## src/rtl/int_ctrl.sv

```systemverilog
// Priority interrupt controller: edge-latched pending bits, lowest index wins, one request outstanding at a time.
// Request rises the edge after pending is visible; the request is held until int_ack, and the serviced source is held until int_done.
module int_ctrl #(
   parameter int NUM_SRC    = 4,
   parameter int ADDR_W     = 32,
   parameter int VEC_BASE   = 4,
   parameter int VEC_STRIDE = 4,
   parameter int ID_W       = 4
) (
   input  logic               clock,
   input  logic               reset,
   input  logic [NUM_SRC-1:0] irq_in,
   input  logic [NUM_SRC-1:0] en_mask,
   input  logic               cpu_iflag,
   input  logic               tick_zero,
   output logic               int_req,
   output logic [ADDR_W-1:0]  int_vec,
   output logic [ID_W-1:0]    int_id,
   input  logic               int_ack,
   input  logic               int_done,
   output logic [NUM_SRC-1:0] pending,
   output logic               busy
);

   typedef enum logic [1:0] {
      IDLE = 2'd0,
      REQ  = 2'd1,
      SERV = 2'd2
   } state_t;

   state_t             state;
   logic [NUM_SRC-1:0] prev;
   logic [NUM_SRC-1:0] rise;
   logic [NUM_SRC-1:0] cand;
   logic [NUM_SRC-1:0] pend_nxt;
   logic [ID_W-1:0]    winner;
   logic [ADDR_W-1:0]  win_vec;
   logic               dispatch;

   always_comb begin
      rise = irq_in & ~prev;
      cand = pending & en_mask;
      dispatch = (|cand) && !cpu_iflag && tick_zero;
   end

   // Scan downward so the lowest-numbered candidate is the last one written.
   always_comb begin
      winner = '0;
      for (int i = NUM_SRC - 1; i >= 0; i--) begin
         if (cand[i]) winner = ID_W'(i);
      end
   end

   assign win_vec = ADDR_W'(VEC_BASE) + ADDR_W'(winner) * ADDR_W'(VEC_STRIDE);

   // Clear is applied before the set so a new edge on the acked source survives.
   always_comb begin
      pend_nxt = pending;
      if (state == REQ && int_ack) begin
         for (int i = 0; i < NUM_SRC; i++) begin
            if (int_id == ID_W'(i)) pend_nxt[i] = 1'b0;
         end
      end
      pend_nxt = pend_nxt | rise;
   end

   always_ff @(posedge clock or posedge reset) begin
      if (reset) begin
         state   <= IDLE;
         prev    <= '0;
         pending <= '0;
         int_req <= 1'b0;
         int_vec <= '0;
         int_id  <= '0;
         busy    <= 1'b0;
      end else begin
         prev    <= irq_in;
         pending <= pend_nxt;
         case (state)
            IDLE: begin
               if (dispatch) begin
                  state   <= REQ;
                  int_req <= 1'b1;
                  busy    <= 1'b1;
                  int_id  <= winner;
                  int_vec <= win_vec;
               end
            end
            REQ: begin
               if (int_ack) begin
                  state   <= SERV;
                  int_req <= 1'b0;
               end
            end
            SERV: begin
               if (int_done) begin
                  state <= IDLE;
                  busy  <= 1'b0;
               end
            end
            default: begin
               state   <= IDLE;
               int_req <= 1'b0;
               busy    <= 1'b0;
            end
         endcase
      end
   end

endmodule

```

## config.mk

```make
export PLATFORM = sky130hd
export DESIGN_NAME = int_ctrl
export DESIGN_NICKNAME = d
export VERILOG_FILES = /design/src/rtl/int_ctrl.sv
export SDC_FILE = /design/constraint.sdc
export NUM_CORES = 1
export LEC_CHECK = 0
export ABC_AREA = 1
export CAP_MARGIN = 30
export CORE_MARGIN = 8
export CORE_UTILIZATION = 34
export CTS_CLUSTER_DIAMETER = 80
export CTS_CLUSTER_SIZE = 30
export DETAILED_ROUTE_END_ITERATION = 16
export GPL_ROUTABILITY_DRIVEN = 0
export MAX_ROUTING_LAYER = met4
export PLACE_DENSITY = 0.76
export SYNTH_ARGS = -nofsm -noshare
export SYNTH_HDL_FRONTEND = slang
export SYNTH_SLANG_ARGS = --single-unit
```

## constraint.sdc

```tcl
create_clock -name clock -period 1.3 [get_ports clock]
set_input_delay 0.26 -clock clock [delete_from_list [all_inputs] [get_ports clock]]
set_output_delay 0.26 -clock clock [all_outputs]
set_load 0.01 [all_outputs]
```

==> After elaboration in Yosys (flattened, before gate mapping) <==
Index checks and enable logic that the tools add are counted.
{ "totals": {"register_bits": 48, "inputBits": 14, "word_cells": 51} }
{ "classes": {"addsub": 1, "eq_ne": 8, "n_mux": 18, "bitwise_logic": 6, "reduce_logical": 11} }
{ "ops": {"columns": ["operator", "count"], "rows": [
  ["two-way mux 4 bit", 4],
  ["AND reduction 3 bit", 3],
  ["bitwise AND 4 bit", 2],
  ["== test 4 x 2 -> 1 bit, second input constant", 2],
  ["two-way mux 2 bit", 4],
  ["adder 3 x 6 -> 7 bit, first input constant", 1],
  ["two-way mux 1 bit", 7],
  ["!= test 2 bit, second input constant", 3],
  ["case mux 1 bit (3 select lines)", 2],
  ["case mux 2 bit (3 select lines)", 1],
  ["== test 4 x 1 -> 1 bit, second input constant", 1],
  ["logical NOT 4 bit", 1],
  ["NOT 4 bit", 1],
  ["OR 4 bit", 1],
  ["OR reduction 4 bit", 1],
  ["logical AND 1 bit", 3],
  ["== test 2 x 1 -> 1 bit, second input constant", 1],
  ["== test 2 bit, second input constant", 1],
  ["logical NOT 2 bit", 1],
  ["NOT 1 bit", 2],
  ["AND reduction 2 bit", 1],
  ["logical NOT 1 bit", 1]
]} }

==> Longest topological paths before layout <==
Gate-level depths: netlist of run 1.
{ "depth": {"depth_word": 6, "mapped_depth": 8} }

==> Least setup slack after synthesis of run 1 <==
No wires, ideal clock.
{ "synth_path": {"path_type": "register -> register", "from": "reg pending[2]", "to": "reg int_vec[3]", "setup_ps": 118, "arrival_ps": 1144, "required_time_ps": 1182, "path_slack_ps": 38, "path_stages_with_launch": 7, "synth_period_minus_slack_ps": 1262, "cell_sequence": "dfrtp_1 > nand2_1 > nand3_1 > a21boi_2 > ha_1 > inv_1 > o21ai_2"} }
{ "synth_via": {"elab_chain_len": 5} }
{ "synth_lines": {"columns": ["element", "line", "source"], "rows": [
  ["from (decl)", "21", "output logic [NUM_SRC-1:0] pending,"],
  ["from (signal assigned)", "78", "pending <= pend_nxt;"],
  ["bitwise AND 4 bit", "42", "cand = pending & en_mask;"],
  ["two-way mux 4 bit (3 in series)", "50", "if (cand[i]) winner = ID_W'(i);"],
  ["named net winner[0]", "36", "logic [ID_W-1:0] winner;"],
  ["adder 3 x 6 -> 7 bit", "54", "assign win_vec = ADDR_W'(VEC_BASE) + ADDR_W'(winner) * ADDR_W'(VEC_STRIDE);"],
  ["named net win_vec[3]", "37", "logic [ADDR_W-1:0] win_vec;"],
  ["to (signal assigned)", "86", "int_vec <= win_vec;"],
  ["to (decl)", "17", "output logic [ADDR_W-1:0] int_vec,"]
]} }
The timed path passes the listed nets, and every way through them passes these cells.
A chain may end at the register's enable or synchronous reset.

==> Worst setup path after layout of run 1 <==
{ "layout_path": {"from": "reg pending[0]", "to": "out pending[0]"} }
No word-level cell between the ends.

==> results of run 1 <==
stage by stage:
step / setup TNS [ps] / utilization (%)
4_1_cts: 0 / 42.3
6_report: 0 / 42.5
3_5_place_dp: -1200 / 41.8
5_1_grt: -31.8 / 42.5
2_1_floorplan: 0 / -
3_3_place_gp: -1110 / 41.8
per-layer routing:
layer | part of all wire (%) | up-vias | wire length (um)
li1 | - | 377 | -
met1 | 41 | 330 | 820
met2 | 49 | 31 | 961
met3 | 10 | 0 | 197
met4 | 0 | 0 | 0
met5 | 0 | - | 0
cells in the mapped netlist:
cell      count  area [sq um]
buf_4        31           233
nand2_1      26          97.6
dfrtp_1      17           425
inv_1        17          63.8
o21ai_0       7          35.0
nand2_2       4          25.0
o21ai_2       4          35.0
nor2_1        3          11.3
nand3_2       2          20.0
a21boi_2      1          11.3
buf_6         1          11.3
conb_1        1          3.75
ha_1          1          12.5
inv_2         1          3.75
nand3_1       1          5.00
nand4_1       1          6.26
nor3_1        1          5.00
o22ai_1       1          6.26
or2_1         1          6.26
where the power goes:
part	leakage, nW	internal, mW	switching (mW)	total (mW)
registers	0.199	0.656	0.0740	0.730
clock network	0.0177	0.115	0.165	0.279
logic	0.481	0.326	0.393	0.719
worst reg2reg max path, delay by kind of cell, from the launching register on:
kind / cells / cell delay, ps
flops: 1 / 410
buf+inv: 1 / 70
compound gates: 2 / 230
fa+ha+maj: 1 / 240
simple gates: 2 / 200
final cells by class:
type                       instances  area [sq um]  area share (%)
clock buffer                       3          22.5            1.79
clock inverter                     1          5.00           0.399
timing repair buffer              33           295            23.5
tap                               33          41.3            3.29
multi-input combinational         84           398            31.7
sequential                        17           425            33.9
inverter                          18          67.6            5.38
sequential cells by signal, indices dropped and copies added (netlist names):
signal   flops
busy         1
int_id       2
int_req      1
int_vec      3
pending      4
prev         4
state        2
logic make-up (layout without fill, tap and decap cells):
kind of cell | Yosys count | count (layout) | synth area share, %
buffers and inverters | 50 | 55 | 30.6
AND/OR/NAND/NOR | 39 | 39 | 17.3
flip-flops | 17 | 17 | 41.8
AO/OA/AOI/OAI | 13 | 13 | 8.61
adder cells (fa/ha/maj) | 1 | 1 | 1.23
other | 1 | 31 | 0.369
what timing repair did:
action,in CTS,in global routing
pin swaps,0,1
setup endpoints to repair,11,3
setup buffers,0,0
resized for setup,11,3
hold buffers,0,0
worst paths after layout:
check	slack, ps	from	depth (start not counted)	end
worst max-delay path	20	pending[0]	1	pending[0]
worst min-delay path	260	reset	3	prev[1]
worst max register to register	60	pending[2]	6	int_vec[3]
worst min register to register	430	prev[3]	1	pending[3]
max in group asynchronous	860	reset	3	int_req
min in group clock	420	irq_in[2]	1	prev[2]
==> impl_metrics.ini, run 1 <==
[outcome]
status = completed

[grt]
antenna_found_initial = 0
met1_usage_pct = 8.41
busiest_layer = met2
grt.met2_usage_pct = 13.9
grt-ovfl-total = 0
grt_max_degree = 18
first_global_vias = 769
grt_pass1_wl_mm = 3.37
grt_use_total_pct = 8.39
grt_use_met3_pct = 4.66

[critical_path]
crit_buf_inv = 1
worstPathArrival_ps = 1020
critPathMaxFanout = 3
crit_type = reg -> out
endpoint_kind = output port
max_stage_delay_ps = 420
cpMaxStageDelayCell = dfrtp_1
critPathTopFamily = flip-flops
critPathLaunchType = register
crit_chain = dlygate4sd2_1
crit_required_ps = 1040

[sta]
rsz0062_at_grt = true
post-route-min-period_ps = 1280
whs_ps = 258
fin_ws_ps = 23.2
final-max-slew-violation-count = 0
finalCritPeriodShare_pct = 98.2
finalClockSkew_ps = 3.61
setup_viol = 0
hold_violations = 0
fmax_ghz = 0.783

[cts]
clockBufferDepth = 2
cts_buffers = 3
cts_tree = built
clk_latency_ps = 290
cts-htree-levels = 1
root_buffer = clkbuf_4
cts.sinks = 17
clkTransAtPathRegs_ps = 100

[run]
maxCapViolCount = 0

[floorplanning]
initial_core_util_pct = 34.4
fp-row-count = 20
core-area_sq_um = 2950
die-area_sq_um = 5000
ios = 56
die_h_um = 70.7
die_w_um = 70.7

[synth]
synth_seq_area_share_pct = 41.8
postSynthAreaPerCell_sq_um = 8.41
synth_cells = 121
synth-seq-cells = 17
synth_cell_types = 19
syn_area_sq_um = 1020
ys.warnings.count = 0

[placement]
place_ws_ps = -243
place_hpwl_mm = 1.67
port_buffers = 24
place_area_sq_um = 1230
place_inst = 185

[drt]
vias = 738
drt.antenna.violating_nets = 0
wl_per_cell_um = 10.5
routed_wl_mm = 1.98
dr.pass1.iters = 4
drt-initial-drc-count = 15
route.detailed.drc = 0
viasPerCell = 3.90

[cells_and_area]
nFillCells = 320
mostFrequentLayoutCell = conb_1
fin_cells = 189
antennaDiodeCount = 0
area_delta_synth_final_pct = 23.4
fin_nets = 172
post_route_cells_drive_above_1_share_pct = 17.3
fin_area_sq_um = 1250
mostFrequentLayoutCells = 31 x conb_1, 24 x nand2_1, 17 x inv_1, 17 x dfrtp_1, 13 x clkdlybuf4s50_1

[power_and_ir_drop]
p_per_area_nw_per_um2 = 1380
power_mw = 1.73
ir_drop_v = 0.000775
p_leak_nw = 0.698

[min_path]
min_path_type = in -> async
(Power assumes the default switching activity.)
==> inputs of run 2 (changes only) <==
Settings changed: CAP_MARGIN 30 to not set, SETUP_SLACK_MARGIN set to 0.1.
==> run 2 against run 1 <==
Clock skew is essentially flat. Die area did not move. Sequential power is 0.7% higher. Critical endpoint is now int_vec[3]. Largest cell class is now multi-input combinational cells. Maximum frequency is 6.7% higher. Sequential share of layout area is 1.8 points lower.
==> impl_metrics.ini, run 2 (synthesis gave the netlist of run 1 again) <==
[drt]
routed_wl_mm = 2.22
drt-initial-drc-count = 22
wl_met2_mm = 1.16
met3_length_um = 132
route.detailed.drc = 0
vias = 791
highest_layer = met4
drt.antenna.violating_nets = 0
viasPerCell = 4.06
wl_per_cell_um = 11.4
dr.pass1.iters = 4
wl_met1_um = 873

[power_and_ir_drop]
ir_drop_v = 0.000578
clkPwrFrac_pct = 15.4
p_seq_share_pct = 39.3
p_int_mw = 1.16
combPwrFrac_pct = 45.3
p_per_area_nw_per_um2 = 1410
p_leak_nw = 0.718
netSwitchingFraction_pct = 38.1
power.switching_mw = 0.713

[cts]
cts.sinks = 17
clockBufferDepth = 2
cts_tree = built
cts-htree-levels = 1
clkTransAtPathRegs_ps = 100
cts_buffers = 3
clk_latency_ps = 300
cts_hold_buf = 0
root_buffer = clkbuf_4

[critical_path]
max_stage_delay_ps = 410
crit_buf_inv = 1
cpMaxStageDelayCell = dfrtp_1
crit_chain = nand2_2, nand3_2, a21boi_2, ha_4, inv_2, o21ai_2
endpoint_kind = register
crit_type = reg -> reg
critPathLaunchType = register
timing.rr.start = pending[2]
crit_required_ps = 1500
critPathMaxFanout = 3
critical_path.startpoint = pending[2]
worstPathArrival_ps = 1400
critPathTopFamily = flip-flops

[run]
maxCapViolCount = 0

[grt]
grt_use_total_pct = 9.16
antenna_found_initial = 0
grt_pass1_wl_mm = 3.58
grt-ovfl-total = 0
first_global_vias = 812
grt_max_degree = 18

[cells_and_area]
area_delta_synth_final_pct = 30.4
final_util_pct = 44.9
mostFrequentLayoutCells = 31 x conb_1, 20 x nand2_1, 17 x dfrtp_1
top_regs = pending: 4 flops, prev: 4 flops, int_vec: 3 flops
antennaDiodeCount = 0
post_route_cells_drive_above_1_share_pct = 34.6
fin_nets = 178
mostFrequentLayoutCell = conb_1
fin_cells = 195
fin_area_sq_um = 1330

[sta]
fin_ws_ps = 103
setup_viol = 0
hold_violations = 0
finalClockSkew_ps = 3.33
finalCritPeriodShare_pct = 92.1
final-max-slew-violation-count = 0
post-route-min-period_ps = 1200
fmax_ghz = 0.836
rsz0062_at_grt = true

[floorplanning]
fp-row-count = 20
core-area_sq_um = 2950
die_w_um = 70.7
initial_core_util_pct = 34.4
die-area_sq_um = 5000
ios = 56
die_h_um = 70.7

[placement]
place_area_sq_um = 1210
place_ws_ps = -267
port_buffers = 24
place_inst = 181
place_hpwl_mm = 1.65

[outcome]
status = completed

[min_path]
min_path_type = in -> async
-- run 2: changes by cell type in the layout (fill, tap and decap cells not counted), sizes merged --
cell / before / now
clkbuf: 3 / 7
nand3: 3 / 4
buf: 9 / 22
dlymetal6s2s: 0 / 1
clkinv: 1 / 0
clkdlybuf4s50: 13 / 11
clkdlybuf4s15: 1 / 0
dlygate4sd2: 10 / 1
-- run 2: what timing repair did --
action / in CTS / in global routing
setup buffers: 5 / 4
hold endpoints to repair: 0 / 0
pin swaps: 9 / 11
gates resized for setup: 40 / 21
gates cloned: 0 / 1
setup endpoints to repair: 16 / 17
-- run 2: worst reg2reg max path: cells and delay by family, from the launching register on --
family,cells,cell delay [ps]
AOI/OAI and AO/OA,2,250
adders and majority gates,1,230
buffers and inverters,1,50
DFF,1,410
and+or+nand+nor,2,170
-- run 2: final timing paths --
| kind | depth (start not counted) | end | slack, ps |
|---|---|---|---|
| setup / recovery | 6 | int_vec[3] | 100 |
| hold / removal | 3 | int_id[0] | 260 |
| setup reg to reg | 6 | int_vec[3] | 100 |
| hold reg to reg | 1 | pending[1] | 420 |
| max in group asynchronous | 3 | state[0] | 860 |
| min in group clock | 1 | prev[1] | 420 |
-- run 2: power by group through the flow --
stage          logic [mW]  clock network [mW]  registers, mW
2_1_floorplan       0.410                   0          0.800
3_3_place_gp        0.768                   0          0.748
3_5_place_dp        0.771                   0          0.754
4_1_cts             0.778               0.304          0.734
5_1_grt             0.945               0.320          0.752
6_report            0.848               0.289          0.735
-- run 2: final cells by class --
class	count	area (sq um)
clock buffer	4	26.3
fill	298	1630
inverter	18	67.6
multi-input combinational	85	474
sequential	17	425
tap	33	41.3
timing repair buffer	38	292
-- run 2: stage by stage --
| stage | hold WS (ps) | power [mW] | setup TNS [ps] |
|---|---|---|---|
| after global routing | 297 | 2.02 | 0 |
| after global placement | 401 | 1.52 | -1580 |
| after detailed placement | 410 | 1.52 | -1720 |
| final | 255 | 1.87 | 0 |
| after floorplan | 186 | 1.21 | 0 |
| after CTS | 255 | 1.82 | 0 |
-- run 2: layer usage --
layer	vias to the layer above	GRT usage, %
li1	394	-
met1	365	9.28
met2	27	15.7
met3	5	2.26
met4	0	5.54
met5	-	-
==> inputs of run 3 (changes only) <==
Settings changed: CORE_UTILIZATION 34 to 41, CTS_CLUSTER_DIAMETER 80 to 40, PLACE_DENSITY 0.76 to 0.85.
Clock period 1.3 ns to 1.45 ns, I/O delays scaled along.
==> run 3 against run 2 <==
Clock power shrank 9.0%. Critical path depth stayed put. Register-to-register slack improved by 20 ps. Combinational power shrank 19%. Routed wire length increased by 4.1%. First-iteration DRC count is 41% lower. Design area is 6.0% lower. Utilization up 6.8 points. Total power is 14% lower. Maximum frequency fell by 10%. Sequential share of layout area is 2.1 points higher. Flip-flop and latch count unchanged. Critical path type unchanged. Critical endpoint unchanged. Largest power group unchanged.
==> impl_metrics.ini, run 3 (synthesis gave the netlist of run 1 again) <==
[outcome]
status = completed

[critical_path]
cpMaxStageDelayCell = dfrtp_1
max_stage_delay_ps = 420
critPathMaxFanout = 3
critPathTopFamily = flip-flops
endpoint_kind = register
worstPathArrival_ps = 1530
crit_required_ps = 1650
crit_type = reg -> reg
critPathLaunchType = register
crit_chain = nand2_2, nand3_1, a21boi_2, ha_1, inv_1, o21ai_2
crit_buf_inv = 1

[cells_and_area]
area_delta_synth_final_pct = 22.5
antennaDiodeCount = 0
fin_cells = 186
nFillCells = 236
top_regs = pending: 4 flops, prev: 4 flops, int_vec: 3 flops
mostFrequentLayoutCells = 31 x conb_1, 25 x nand2_1, 17 x inv_1, 17 x dfrtp_1, 13 x clkdlybuf4s50_1
mostFrequentLayoutCell = conb_1
fin_nets = 172
post_route_cells_drive_above_1_share_pct = 16.0

[drt]
wl_per_cell_um = 12.4
vias = 763
route.detailed.drc = 0
drt-initial-drc-count = 13
routed_wl_mm = 2.31
drt.antenna.violating_nets = 0
dr.pass1.iters = 4
viasPerCell = 4.10

[floorplanning]
ios = 56
die_w_um = 65.8
fp-row-count = 18
core-area_sq_um = 2410
die_h_um = 65.8
initial_core_util_pct = 42.2
die-area_sq_um = 4330

[cts]
cts_buffers = 3
clockBufferDepth = 2
root_buffer = clkbuf_4
cts_hold_buf = 0
cts_tree = built
clk_latency_ps = 300
clkTransAtPathRegs_ps = 100
cts.sinks = 17
cts-htree-levels = 1

[power_and_ir_drop]
ir_drop_v = 0.000883
p_per_area_nw_per_um2 = 1290
p_leak_nw = 0.695
power_mw = 1.61

[sta]
post-route-min-period_ps = 1330
hold_violations = 0
rsz0062_at_grt = true
finalClockSkew_ps = 1.41
finalCritPeriodShare_pct = 91.7
setup_viol = 0
final-max-slew-violation-count = 0
fmax_ghz = 0.752

[grt]
antenna_found_initial = 0
grt_max_degree = 18
grt_use_total_pct = 10.9
grt-ovfl-total = 0
first_global_vias = 790
grt_pass1_wl_mm = 3.49

[placement]
place_inst = 177
place_hpwl_mm = 1.88
port_buffers = 24

[run]
maxCapViolCount = 0

[min_path]
min_path_type = in -> async
==> run 3: changes by cell type in the layout (fill, tap and decap cells not counted), moves of 2 or more <==
| cell | change |
|---|---|
| buf_2 | -8 |
| buf_4 | -5 |
| clkbuf_2 | -3 |
| clkdlybuf4s50_1 | +2 |
| dlygate4sd2_1 | +10 |
| inv_1 | +3 |
| inv_2 | -3 |
| nand2_1 | +5 |
| nand2_2 | -5 |
| nand3_4 | -3 |
| nor2_1 | +3 |
| nor2_2 | -2 |
==> run 3: worst register-to-register path: stages (launching register included) <==
cell and delay, ps:
dfrtp_1 420, nand2_2 110, nand3_1 120, a21boi_2 200, ha_1 260, inv_1 70
o21ai_2 50
==> run 3: metal layers <==
layer  vias to the layer above  global-route usage [%]  routed length, um
met5                         -                       -                  0
met4                         0                    6.27                 43
met3                         3                    3.56                205
met2                        29                    19.7               1290
met1                       357                    9.56                770
li1                        374                       -                  -
==> run 3: cell type report <==
class	instances	area (sq um)	share of cell area, %
Multi-Input combinational cell	84	395	31.7
Tap cell	30	37.5	3.01
Clock buffer	4	26.3	2.11
Sequential cell	17	425	34.1
Inverter	18	67.6	5.42
Timing Repair Buffer	33	294	23.6
==> run 3: power by group <==
group / internal, mW / switching, mW
Clock: 0.108 / 0.155
Sequential: 0.589 / 0.0740
Combinational: 0.310 / 0.375
Total: 1.01 / 0.605
==> run 3: stage by stage <==
| stage | setup WS [ps] | hold slack, ps | utilization [%] | cell area [sq um] | TNS (ps) |
|---|---|---|---|---|---|
| after global placement | -119 | 402 | 49.5 | 1190 | -701 |
| after floorplan | 188 | 216 | - | 1130 | 0 |
| final | 121 | 279 | 51.7 | 1250 | 0 |
| after detailed placement | -174 | 424 | 49.5 | 1190 | -976 |
| after CTS | 95.5 | 288 | 50.1 | 1210 | 0 |
| after global routing | 54.3 | 308 | 51.7 | 1250 | 0 |
==> run 3: timing repair <==
item / 4_1_cts / 5_1_grt
pin swaps: 0 / 1
setup endpoints to repair: 11 / 6
gates resized for setup: 11 / 1
setup buffers: 0 / 5
==> run 3: path summary, 6_finish.rpt <==
path | from | endpoint | slack, ps | depth (start not counted)
worst max register to register | pending[2] | int_vec[3] | 120 | 6
max in group asynchronous | reset | int_vec[2] | 990 | 3
worst min register to register | prev[1] | pending[1] | 430 | 1
min in group clock | prev[1] | pending[1] | 430 | 1
worst max-delay path | pending[2] | int_vec[3] | 120 | 6
worst min-delay path | reset | pending[0] | 280 | 3
